## config.mk

```make
export PLATFORM = sky130hd
export DESIGN_NAME = hazard_stall_controller
export DESIGN_NICKNAME = d
export VERILOG_FILES = /design/src/rtl/hazard_stall_controller.sv
export SDC_FILE = /design/constraint.sdc
export NUM_CORES = 1
export LEC_CHECK = 0
export BUFFER_PORTS_ARGS = -buffer_cell sky130_fd_sc_hd__buf_2
export CORE_AREA = 2 2 51 53
export CTS_CLUSTER_SIZE = 24
export DETAILED_ROUTE_END_ITERATION = 10
export DIE_AREA = 0 0 53 55
export PLACE_DENSITY = 0.76
export SLEW_MARGIN = 0
export SYNTH_ARGS = -nofsm -noshare
export SYNTH_HDL_FRONTEND = slang
export SYNTH_SLANG_ARGS = --single-unit
```

## constraint.sdc

```tcl
create_clock -name clk -period 2.1 [get_ports clk]
set_input_delay 0.21 -clock clk [delete_from_list [all_inputs] [get_ports clk]]
set_output_delay 0.21 -clock clk [all_outputs]
set_load 0.02 [all_outputs]
```

## src/rtl/hazard_stall_controller.sv

```systemverilog
// Hazard sequencer for the 5-stage MIPS core: load-use, branch-after-load, divide occupancy, data-memory wait.
// Optional stall performance counter enabled by defining HAZARD_STALL_PERF_EN.
module hazard_stall_controller #(
    parameter int DIV_LATENCY = 32,
    parameter int REG_ADDR_W  = 5
) (
    input  logic                  clk,
    input  logic                  rst_n,
    input  logic [REG_ADDR_W-1:0] id_rs,
    input  logic [REG_ADDR_W-1:0] id_rt,
    input  logic                  id_uses_rt,
    input  logic                  id_is_branch,
    input  logic                  id_is_div,
    input  logic                  id_reads_hilo,
    input  logic                  id_ex_MemRead,
    input  logic                  id_ex_RegWrite,
    input  logic [REG_ADDR_W-1:0] id_ex_write_register,
    input  logic                  ex_mem_MemRead,
    input  logic [REG_ADDR_W-1:0] ex_mem_write_register,
    input  logic                  branch_taken,
    input  logic                  dmem_ready,
    output logic                  pc_write,
    output logic                  if_id_write,
    output logic                  if_id_flush,
    output logic                  id_ex_flush,
    output logic                  pipe_hold,
    output logic                  div_busy,
    output logic [15:0]           stall_cycles
);

    typedef enum logic [1:0] {
        RUN      = 2'd0,
        MEM_WAIT = 2'd1,
        DIV_WAIT = 2'd2
    } state_t;

    localparam logic [7:0] DIV_LOAD = 8'(DIV_LATENCY);

    state_t     r_state;
    state_t     w_state_next;
    logic [7:0] r_div_cnt;

    logic w_ex_hit;
    logic w_mem_hit;
    logic w_lu;
    logic w_br1;
    logic w_br2;
    logic w_dv;
    logic w_mem_wait;
    logic w_run_slot;
    logic w_div_accept;

    // Destination register 0 never matches a source.
    assign w_ex_hit  = (id_ex_write_register != '0) &&
                       ((id_ex_write_register == id_rs) ||
                        (id_uses_rt && (id_ex_write_register == id_rt)));
    assign w_mem_hit = (ex_mem_write_register != '0) &&
                       ((ex_mem_write_register == id_rs) ||
                        (id_uses_rt && (ex_mem_write_register == id_rt)));

    assign w_lu       = id_ex_MemRead & w_ex_hit;
    assign w_br1      = id_is_branch & id_ex_RegWrite & w_ex_hit;
    assign w_br2      = id_is_branch & ex_mem_MemRead & w_mem_hit;
    assign div_busy   = (r_div_cnt != 8'd0);
    assign w_dv       = (id_is_div | id_reads_hilo) & div_busy;
    assign w_mem_wait = ex_mem_MemRead & ~dmem_ready;

    always_ff @(posedge clk or negedge rst_n) begin
        if (!rst_n) begin
            r_state <= RUN;
        end else begin
            r_state <= w_state_next;
        end
    end

    always_comb begin
        w_state_next = r_state;
        pc_write     = 1'b1;
        if_id_write  = 1'b1;
        if_id_flush  = 1'b0;
        id_ex_flush  = 1'b0;
        pipe_hold    = 1'b0;
        w_div_accept = 1'b0;
        w_run_slot   = 1'b0;

        case (r_state)
            RUN: begin
                w_run_slot = 1'b1;
            end
            MEM_WAIT: begin
                pipe_hold   = 1'b1;
                pc_write    = 1'b0;
                if_id_write = 1'b0;
                if (dmem_ready) begin
                    w_state_next = RUN;
                end
            end
            DIV_WAIT: begin
                if (w_mem_wait) begin
                    pipe_hold    = 1'b1;
                    pc_write     = 1'b0;
                    if_id_write  = 1'b0;
                    w_state_next = MEM_WAIT;
                end else if (div_busy) begin
                    pc_write    = 1'b0;
                    if_id_write = 1'b0;
                    id_ex_flush = 1'b1;
                end else begin
                    // Divider just drained: the waiting instruction issues this cycle.
                    w_run_slot = 1'b1;
                end
            end
            default: begin
                w_state_next = RUN;
            end
        endcase

        if (w_run_slot) begin
            if (w_mem_wait) begin
                pipe_hold    = 1'b1;
                pc_write     = 1'b0;
                if_id_write  = 1'b0;
                w_state_next = MEM_WAIT;
            end else if (w_dv) begin
                pc_write     = 1'b0;
                if_id_write  = 1'b0;
                id_ex_flush  = 1'b1;
                w_state_next = DIV_WAIT;
            end else if (w_lu | w_br1 | w_br2) begin
                pc_write     = 1'b0;
                if_id_write  = 1'b0;
                id_ex_flush  = 1'b1;
                w_state_next = RUN;
            end else begin
                if_id_flush  = branch_taken;
                w_div_accept = id_is_div;
                w_state_next = RUN;
            end
        end

        // Outputs show their reset values while reset is held.
        if (!rst_n) begin
            w_state_next = RUN;
            pc_write     = 1'b1;
            if_id_write  = 1'b1;
            if_id_flush  = 1'b0;
            id_ex_flush  = 1'b0;
            pipe_hold    = 1'b0;
            w_div_accept = 1'b0;
        end
    end

    always_ff @(posedge clk or negedge rst_n) begin
        if (!rst_n) begin
            r_div_cnt <= 8'd0;
        end else if (w_div_accept) begin
            r_div_cnt <= DIV_LOAD;
        end else if (r_div_cnt != 8'd0) begin
            r_div_cnt <= r_div_cnt - 8'd1;
        end
    end

`ifdef HAZARD_STALL_PERF_EN
    logic [15:0] r_stall_cycles;

    always_ff @(posedge clk or negedge rst_n) begin
        if (!rst_n) begin
            r_stall_cycles <= 16'd0;
        end else if (!pc_write && (r_stall_cycles != 16'hFFFF)) begin
            r_stall_cycles <= r_stall_cycles + 16'd1;
        end
    end

    assign stall_cycles = r_stall_cycles;
`else
    assign stall_cycles = 16'd0;
`endif

endmodule

```

==> results.tsv, run 1 <==
stage	metric	value	unit
run_status	status	finished, violations left	
run_status	violated checks	setup timing	
cts	clk buf depth	2	
placement	post-DP HPWL	1786	microns
synth	Top FF cell, synth	dfrtp_1	
sta	final worst slack	-0.1082	ns
sta	fin crit share	105.2	%
global_routing	all-layer global routing usage	17.27	%
synth	Post-synth EDFFs	0	
sta	Hold Fails Final Rpt	0	
global_routing	first-pass GRT wire length	3684	microns
final_layout	design area	1306	sq um
worst_setup_path	critical register-to-register path endpoint	r_div_cnt[5]$_DFFE_PN0P_	
sta	max-slew violation count	0	
synth	Yosys reg bits	10	
synth	syn avg cell area	8.952	sq um
worst_setup_path	R2R Path Start	r_div_cnt[4]$_DFFE_PN0P_	
cts	clock sink total	10	
sta	RSZ-0062 raised after global routing	true	
placement	dpl cell area	1142	sq um
final_layout	final layout net count	195	
pwr	Final Power	1069	uW
cts	CTS clk-pin slew, worst paths	0.07	ns
detailed_routing	Vias/cell	4.833	
floorplanning	I/O Pins	53	
synth	Synth cell types	39	
detailed_routing	drt total wl	2463	microns
synth	post-synth top area share	25.41	%
global_routing	vias in the first global route	893	
worst_setup_path	critical-path cell list	or4_4 > nor3_4 > inv_2 > o31ai_4 > and4_1 > buf_6	
pwr	pwr dens	818.2	nW/um^2
final_layout	P&R area growth vs syn	32.66	%
synth	top post-synthesis cells by area	dfrtp_1, xor2_1, buf_4	
worst_setup_path	crit start category	flip-flop	
sta	worst slew pin tran	0.5652	ns
worst_setup_path	FF-to-FF setup slack	0.07	ns
sta	clock skew	0.003785	ns
placement	GP Congestion	0.8692	
synth	register area share after synthesis	25.41	%
detailed_routing	First-pass DRT Iterations	5	
worst_hold_path	Hold Path Origin	dmem_ready	
synth	Synth async-reset ratio	100.0	%
worst_hold_path	worst hold-check path type	primary input to flip-flop	
worst_setup_path	CP top delay family	simple AND/OR/NAND/NOR gates	
final_layout	antenna cells	0	
cts	Num CTS Buffers	3	
final_layout	layout cells sized above 1	39.51	%
floorplanning	chip width	53	microns
synth	post-synth top area cell	dfrtp_1	
floorplanning	Initial Util	41.64	%
sta	Setup violations, final	5	
sta	fmax	0.4529	GHz
worst_setup_path	CP Capture Type	output port	
floorplanning	core area	2365	sq um
worst_setup_path	CP bufs+invs	2	
placement	number of port buffers	36	
pwr	Peak VDD IR	0.5936	mV
worst_setup_path	Crit Path Class	flip-flop to output port	
worst_setup_path	Register-to-Register Path Depth	8	
worst_hold_path	Hold Crit Endpoint	r_state[0]$_DFFE_PN0P_	
worst_setup_path	Arrival @ worst endpoint	2.00	ns
final_layout	most frequent cells in the layout	buf_2, xor2_1, conb_1	
cts	CTS tree	yes	
worst_hold_path	Hold Crit Depth	2	
job	max_cap viols	0	
cts	H-tree levels	1	
global_routing	GRT overflow	0	
cts	root buffer cell	clkbuf_4	
sta	Slew HR	62.24	%
global_routing	initial antenna violation count	0	
floorplanning	die area	2915	sq um
worst_setup_path	max incr delay on CP	0.56	ns
detailed_routing	DR vias	928	
synth	Cells after Synth	110	
final_layout	most common cell after layout, fill and taps aside	buf_2	
worst_setup_path	worst path required time	1.89	ns
floorplanning	# rows	18	
detailed_routing	DR iter-0 viols	18	
synth	YS warnings	0	
detailed_routing	mean routed wirelength per cell	12.83	microns
sta	fin crit period	2.208	ns
worst_setup_path	CP max-delay cell	or4_4	
detailed_routing	DRT antenna net count	0	
detailed_routing	drt drc	0	
worst_setup_path	critical path depth	6	
cts	clk_lat worst skew	0.27	ns
pwr	leakage	0.0006395	uW
global_routing	largest net degree at the start of global routing	15	
worst_setup_path	CP max FO	4	
synth	Syn Std Cell Area	984.7	sq um
floorplanning	Die Span Y	55	microns
[cell usage after synthesis (3+ instances only)]
library cell / number
o21ai_0: 3
a21oi_1: 3
nor3_1: 5
xor2_1: 20
nor4_1: 3
inv_1: 4
nand2_1: 3
dfrtp_1: 10
buf_4: 17
nor2_1: 6
xnor2_1: 3
[registers in the layout (all words and copies together) (netlist names)]
name / flops
r_state: 2
r_div_cnt: 8
[routing by layer]
metal | share of wire, % | global-route usage (%)
met3 | 8.9 | 4.032
met2 | 51 | 33.33
met1 | 39 | 18.39
met5 | 0 | 0
met4 | 0.93 | 5.983
[cell families after synthesis]
kind of cell / share of synthesized area (%)
AO/OA/AOI/OAI: 13.98
XOR/XNOR: 20.46
adder cells (fa/ha/maj): 1.270
buffers and inverters: 15.25
flip-flops: 25.41
multiplexers: 2.033
other: 0.3808
AND/OR/NAND/NOR: 21.22
[repair_timing]
action | 4_1_cts | 5_1_grt
pin swaps | 3 | 4
setup endpoints to repair | 4 | 4
endpoints found under the hold margin | 10 | 0
hold buffers | 1 | 0
setup buffers | 7 | 5
resized for setup | 4 | 6
[how the worst max path moves through the flow]
stage,endpoint,start,slack (ns)
finish,if_id_flush,r_div_cnt[4]$_DFFE_PN0P_,-0.11
global placement,if_id_write,id_ex_write_register[0],0.09
global route,pc_write,r_div_cnt[5]$_DFFE_PN0P_,-0.17
floorplan,pc_write,r_div_cnt[5]$_DFFE_PN0P_,0.004
detailed placement,if_id_write,id_ex_write_register[2],0.06
CTS,if_id_flush,r_div_cnt[6]$_DFFE_PN0P_,-0.008
[through the flow]
stage | setup slack, ns | cells | hold slack, ns | setup TNS [ns] | utilization (%)
finish | -0.1082 | 192 | 0.1026 | -0.3503 | 55.24
global route | -0.1712 | 192 | 0.09286 | -0.7282 | 55.24
CTS | -0.008083 | 187 | 0.09346 | -0.008083 | 52.86
detailed placement | 0.05730 | 175 | 0.1744 | 0 | 48.31
global placement | 0.08829 | 175 | 0.1725 | 0 | 48.31
floorplan | 0.004231 | 125 | -0.08559 | 0 | -
[final cells by class]
class	count	area (sq um)
multi-input combinational	92	643.1
inverter	5	18.77
sequential	10	250.2
fill	216	1059
clock buffer	4	36.28
tap	30	37.54
timing repair buffer	51	320.3
[where the power goes]
group	internal, uW	total (uW)	switching [uW]
logic	277	528	251
registers	276	361	84.4
clock network	105	180	74.6
Note: power is estimated with default switching activity, not from simulation.
==> run 2, diff against run 1 <==
--- a/config.mk
+++ b/config.mk
@@ -5,12 +5,13 @@
 export SDC_FILE = /design/constraint.sdc
 export NUM_CORES = 1
 export LEC_CHECK = 0
+export ABC_AREA = 1
 export BUFFER_PORTS_ARGS = -buffer_cell sky130_fd_sc_hd__buf_2
-export CORE_AREA = 2 2 51 53
+export CORE_AREA = 2 2 53 55
 export CTS_CLUSTER_SIZE = 24
 export DETAILED_ROUTE_END_ITERATION = 10
-export DIE_AREA = 0 0 53 55
-export PLACE_DENSITY = 0.76
+export DIE_AREA = 0 0 55 57
+export PLACE_DENSITY = 0.78
 export SLEW_MARGIN = 0
 export SYNTH_ARGS = -nofsm -noshare
 export SYNTH_HDL_FRONTEND = slang
==> results.tsv, run 2 <==
stage	metric	value	unit
sta	Setup violations, final	0	
worst_setup_path	Crit Path Class	flip-flop to output port	
worst_setup_path	critical register-to-register path endpoint	r_div_cnt[4]$_DFFE_PN0P_	
detailed_routing	WL met1	1133	microns
worst_hold_path	worst hold-check path type	primary input to flip-flop	
cts	CTS tree	yes	
global_routing	vias in the first global route	994	
pwr	pwr dens	719.9	nW/um^2
run_status	status	completed	
sta	fin crit share	96.92	%
placement	GP Congestion	0.8115	
final_layout	antenna cells	0	
synth	Yosys reg bits	10	
final_layout	layout cells sized above 1	26.32	%
cts	root buffer cell	clkbuf_4	
detailed_routing	First-pass DRT Iterations	4	
sta	final worst slack	0.06461	ns
sta	Hold Fails Final Rpt	0	
final_layout	register name with the most flops	r_div_cnt	
detailed_routing	drt total wl	2530	microns
sta	fin crit period	2.035	ns
final_layout	fill count	292	
worst_setup_path	FF-to-FF setup slack	0.52	ns
job	max_cap viols	0	
worst_setup_path	Register-to-Register Path Depth	10	
final_layout	Register Area	250.2	sq um
detailed_routing	mean routed wirelength per cell	9.101	microns
cts	H-tree levels	1	
detailed_routing	drt drc	0	
synth	top-count cell post-synth	nand2_1	
worst_setup_path	CP Capture Type	output port	
final_layout	number of flip-flops in the largest register	8	
global_routing	first-pass GRT wire length	4015	microns
final_layout	most common cell after layout, fill and taps aside	nand2_1	
pwr	Final Power	1031	uW
pwr	Peak VDD IR	0.5126	mV
detailed_routing	DR WL met2	1228	microns
worst_setup_path	Critical Path Sink	if_id_flush	
placement	number of port buffers	36	
detailed_routing	DRT antenna net count	0	
floorplanning	Initial Util	44.31	%
floorplanning	I/O Pins	53	
floorplanning	die area	3135	sq um
sta	max-slew violation count	0	
synth	top post-synthesis cells by area	nand2_1, dfrtp_1, inv_1	
synth	post-synth top area cell	nand2_1	
synth	Top FF cell, synth	dfrtp_1	
sta	clock skew	0.006794	ns
synth	Synth cell types	25	
synth	YS warnings	0	
placement	post-DP HPWL	2064	microns
cts	clk_lat worst skew	0.27	ns
synth	Post-synth EDFFs	0	
final_layout	Top Registers	r_div_cnt (8), r_state (2)	
worst_setup_path	crit start category	flip-flop	
detailed_routing	DR vias	1241	
worst_setup_path	CP max FO	7	
synth	Syn Std Cell Area	1159	sq um
global_routing	all-layer global routing usage	16.73	%
cts	Num CTS Buffers	3	
global_routing	GRT overflow	0	
placement	Placement Setup Slack	0.2549	ns
global_routing	initial antenna violation count	0	
floorplanning	core area	2615	sq um
cts	CTS clk-pin slew, worst paths	0.06	ns
worst_setup_path	R2R Path Start	r_div_cnt[1]$_DFFE_PN0P_	
synth	register area share after synthesis	21.60	%
synth	syn avg cell area	5.764	sq um
sta	fmax	0.4913	GHz
detailed_routing	metal3 WL	146	microns
cts	clock sink total	10	
floorplanning	# rows	19	
synth	synth cell count leaders	nand2_1, inv_1, nor2_1	
sta	Hold Slack	0.2482	ns
synth	post-synth top area share	22.68	%
final_layout	P&R area growth vs syn	23.65	%
detailed_routing	Vias/cell	4.464	
synth	Synth async-reset ratio	100.0	%
pwr	leakage	0.0009035	uW
floorplanning	chip width	55	microns
cts	clk buf depth	2	
worst_setup_path	Arrival @ worst endpoint	1.83	ns
final_layout	final layout net count	281	
detailed_routing	Max Used Layer	met4	
synth	Cells after Synth	201	
final_layout	Util after Layout	54.78	%
detailed_routing	DR iter-0 viols	16	
final_layout	most frequent cells in the layout	nand2_1, inv_1, buf_2	
final_layout	Multi-input gate area	715.7	sq um
global_routing	largest net degree at the start of global routing	13	
floorplanning	Die Span Y	57	microns
worst_setup_path	crit path from	r_div_cnt[1]$_DFFE_PN0P_	
worst_setup_path	worst path required time	1.89	ns
run 2: cell types whose count changed in the layout (fill, tap and decap cells not counted), moves of 10 or more:
| cell | delta |
|---|---|
| xor2_1 | -15 |
| nand3_1 | +10 |
| nand2_1 | +66 |
| inv_1 | +33 |
| nor2_1 | +14 |
run 2: how the worst min path moves through the flow:
stage | from | to | slack, ns | depth (start not counted)
global route | dmem_ready | r_state[0]$_DFFE_PN0P_ | 0.26 | 4
CTS | dmem_ready | r_state[0]$_DFFE_PN0P_ | 0.23 | 4
detailed placement | rst_n | r_div_cnt[4]$_DFFE_PN0P_ | 0.15 | 2
finish | dmem_ready | r_state[0]$_DFFE_PN0P_ | 0.25 | 4
floorplan | rst_n | r_div_cnt[0]$_DFFE_PN0P_ | -0.09 | 0
global placement | rst_n | r_div_cnt[3]$_DFFE_PN0P_ | 0.15 | 2
run 2: cell families (layout without fill, tap and decap cells):
family / Yosys count / after routing / synth area share [%]
flip-flops: 10 / 10 / 21.60
other: 1 / 16 / 0.3237
AO/OA/AOI/OAI: 13 / 13 / 7.020
buffers and inverters: 57 / 88 / 23.97
adder cells (fa/ha/maj): 1 / 1 / 1.080
XOR/XNOR: 7 / 7 / 5.292
AND/OR/NAND/NOR: 112 / 112 / 40.71
run 2: routing by layer:
layer	up-vias	GRT usage (%)
met1	536	22.86
met3	2	1.047
li1	661	-
met4	0	4.181
met5	-	0
met2	42	28.23
run 2: area by class of cell:
cell class                 instances  share of cell area (%)
tap                               31                   2.707
clock buffer                       3                   1.572
multi-input combinational        149                   49.96
inverter                          40                   10.48
timing repair buffer              45                   17.82
sequential                        10                   17.47
run 2: stage by stage:
step / instances / instance area, sq um / setup TNS, ns
after floorplan: 216 / 1215 / 0
after global placement: 267 / 1314 / 0
after detailed placement: 267 / 1314 / 0
after CTS: 272 / 1356 / 0
after global routing: 278 / 1433 / -0.1821
final: 278 / 1433 / 0
run 2: power by group:
group,switching [uW],internal (uW)
combinational,323,236
sequential,66.8,276
clock,63.1,66.1
total,453,579
run 2: critical path: stages (launching register included):
cell and delay [ns]:
dfrtp_1 0.39, inv_2 0.08, ha_4 0.14, nand2_2 0.08
inv_2 0.09, nand3_4 0.11, o21ai_2 0.17, nand2_2 0.10
nor2_2 0.12, nand2_1 0.05, nor2_1 0.09, buf_4 0.15
run 2: repair_timing:
item                                    in CTS  in global routing
hold buffers                                 1                  0
gates resized for setup                      2                 12
endpoints found under the setup margin       4                  4
endpoints found under the hold margin       10                  0
buffers inserted                             1                  6
pin swaps                                    1                  6
==> run 3, diff against run 2 <==
--- a/config.mk
+++ b/config.mk
@@ -5,13 +5,12 @@
 export SDC_FILE = /design/constraint.sdc
 export NUM_CORES = 1
 export LEC_CHECK = 0
-export ABC_AREA = 1
 export BUFFER_PORTS_ARGS = -buffer_cell sky130_fd_sc_hd__buf_2
-export CORE_AREA = 2 2 53 55
+export CORE_AREA = 2 2 49 51
 export CTS_CLUSTER_SIZE = 24
 export DETAILED_ROUTE_END_ITERATION = 10
-export DIE_AREA = 0 0 55 57
-export PLACE_DENSITY = 0.78
+export DIE_AREA = 0 0 51 53
+export PLACE_DENSITY = 0.81
 export SLEW_MARGIN = 0
 export SYNTH_ARGS = -nofsm -noshare
 export SYNTH_HDL_FRONTEND = slang
==> constraint.sdc (replaced) <==
create_clock -name clk -period 2.6 [get_ports clk]
set_input_delay 0.26 -clock clk [delete_from_list [all_inputs] [get_ports clk]]
set_output_delay 0.26 -clock clk [all_outputs]
set_load 0.02 [all_outputs]
==> results.tsv, run 3 (synthesis gave the netlist of run 1 again) <==
stage	metric	value	unit
final_layout	Util after Layout	54.22	%
final_layout	final layout net count	182	
global_routing	vias in the first global route	864	
detailed_routing	DRT antenna net count	0	
sta	RSZ-0062 raised after global routing	false	
sta	fin crit period	2.362	ns
global_routing	GRT overflow	0	
global_routing	initial antenna violation count	0	
detailed_routing	Max Used Layer	met4	
placement	post-DP HPWL	1760	microns
detailed_routing	DR WL met2	1129	microns
detailed_routing	WL met1	824	microns
final_layout	Register Area	250.2	sq um
worst_setup_path	critical-path cell list	inv_1 > ha_1 > or2b_2 > nor3_4 > inv_2 > o31ai_4 > and4_1 > buf_2	
floorplanning	core area	2148	sq um
global_routing	first-pass GRT wire length	3601	microns
worst_setup_path	crit start category	flip-flop	
final_layout	most common cell after layout, fill and taps aside	buf_2	
worst_setup_path	Crit Path Class	flip-flop to output port	
sta	Setup violations, final	0	
cts	CTS clk-pin slew, worst paths	0.07	ns
floorplanning	# rows	17	
final_layout	fill count	212	
worst_setup_path	CP Capture Type	output port	
final_layout	Multi-input gate area	640.6	sq um
cts	clk_lat worst skew	0.27	ns
sta	fmax	0.4234	GHz
worst_setup_path	max incr delay on CP	0.40	ns
detailed_routing	Vias/cell	5.102	
pwr	Final Power	720.8	uW
cts	H-tree levels	1	
final_layout	layout cells sized above 1	33.11	%
final_layout	most frequent cells in the layout	buf_2, xor2_1, conb_1	
placement	GP Congestion	0.8591	
pwr	leakage	0.0005603	uW
pwr	pwr dens	618.8	nW/um^2
sta	max-slew violation count	0	
floorplanning	die area	2703	sq um
floorplanning	Die Span Y	53	microns
detailed_routing	drt drc	0	
detailed_routing	mean routed wirelength per cell	12.14	microns
detailed_routing	drt total wl	2136	microns
sta	fin crit share	90.84	%
worst_setup_path	CP bufs+invs	3	
cts	clk buf depth	2	
floorplanning	Initial Util	45.84	%
worst_setup_path	CP max FO	6	
final_layout	antenna cells	0	
detailed_routing	DR iter-0 viols	13	
placement	dpl cell area	1125	sq um
detailed_routing	DR vias	898	
sta	Setup TNS	0	ns
floorplanning	chip width	51	microns
global_routing	largest net degree at the start of global routing	16	
detailed_routing	First-pass DRT Iterations	4	
cts	CTS tree	yes	
final_layout	design area	1165	sq um
sta	Hold Fails Final Rpt	0	
worst_setup_path	CP max-delay cell	dfrtp_1	
floorplanning	I/O Pins	53	
cts	clock sink total	10	
final_layout	number of flip-flops in the largest register	8	
final_layout	P&R area growth vs syn	18.30	%
worst_setup_path	Arrival @ worst endpoint	2.10	ns
cts	Num CTS Buffers	3	
job	max_cap viols	0	
cts	root buffer cell	clkbuf_4	
worst_hold_path	worst hold-check path type	primary input to flip-flop	
sta	clock skew	0.004991	ns
worst_setup_path	worst path required time	2.34	ns
final_layout	Top Registers	r_div_cnt (8), r_state (2)	
global_routing	all-layer global routing usage	17.95	%
pwr	Peak VDD IR	0.3106	mV
cts	CTS resizes	0	
run_status	status	completed	
final_layout	register name with the most flops	r_div_cnt	
placement	number of port buffers	36	
detailed_routing	metal3 WL	160	microns
worst_setup_path	CP top delay family	simple AND/OR/NAND/NOR gates	
## run 3: what timing repair did
item | in CTS | in global routing
setup endpoints to repair | 0 | 1
setup buffers | 0 | 1
hold buffers | 1 | 0
endpoints found under the hold margin | 10 | 0
## run 3: per-stage QoR
stage | hold slack [ns] | std cells | setup WS (ns)
floorplan | -0.03559 | 125 | 0.4542
global placement | 0.1503 | 171 | 0.4481
detailed placement | 0.1569 | 171 | 0.4090
CTS | 0.1681 | 175 | 0.1006
global route | 0.1745 | 176 | 0.1033
finish | 0.1742 | 176 | 0.2382
## run 3: power breakdown
part / internal, uW / switching [uW]
registers: 223 / 65.2
clock network: 53.5 / 53.8
logic: 150 / 175
total: 427 / 294
## run 3: path summary, 6_finish.rpt
path,to,depth (start not counted),startpoint,slack [ns]
hold / removal,r_state[0]$_DFFE_PN0P_,2,dmem_ready,0.17
max in group asynchronous,r_state[1]$_DFFE_PN0P_,2,rst_n,1.97
setup / recovery,if_id_flush,8,r_div_cnt[0]$_DFFE_PN0P_,0.24
setup reg to reg,r_div_cnt[5]$_DFFE_PN0P_,8,r_div_cnt[0]$_DFFE_PN0P_,0.70
hold reg to reg,r_div_cnt[2]$_DFFE_PN0P_,2,r_div_cnt[2]$_DFFE_PN0P_,0.52
min in group asynchronous,r_div_cnt[7]$_DFFE_PN0P_,2,rst_n,0.40
## run 3: layer usage
metal | vias to the layer above | GRT usage (%)
met2 | 48 | 35.06
met1 | 417 | 19.13
li1 | 429 | -
met3 | 4 | 3.672
met5 | - | 0
met4 | 0 | 5.405
## run 3: final cells by class
class                      instances  share of cell area, %
tap                               28                  3.008
timing repair buffer              38                  16.97
clock buffer                       3                  1.933
sequential                        10                  21.48
inverter                           5                  1.611
multi-input combinational         92                  54.99
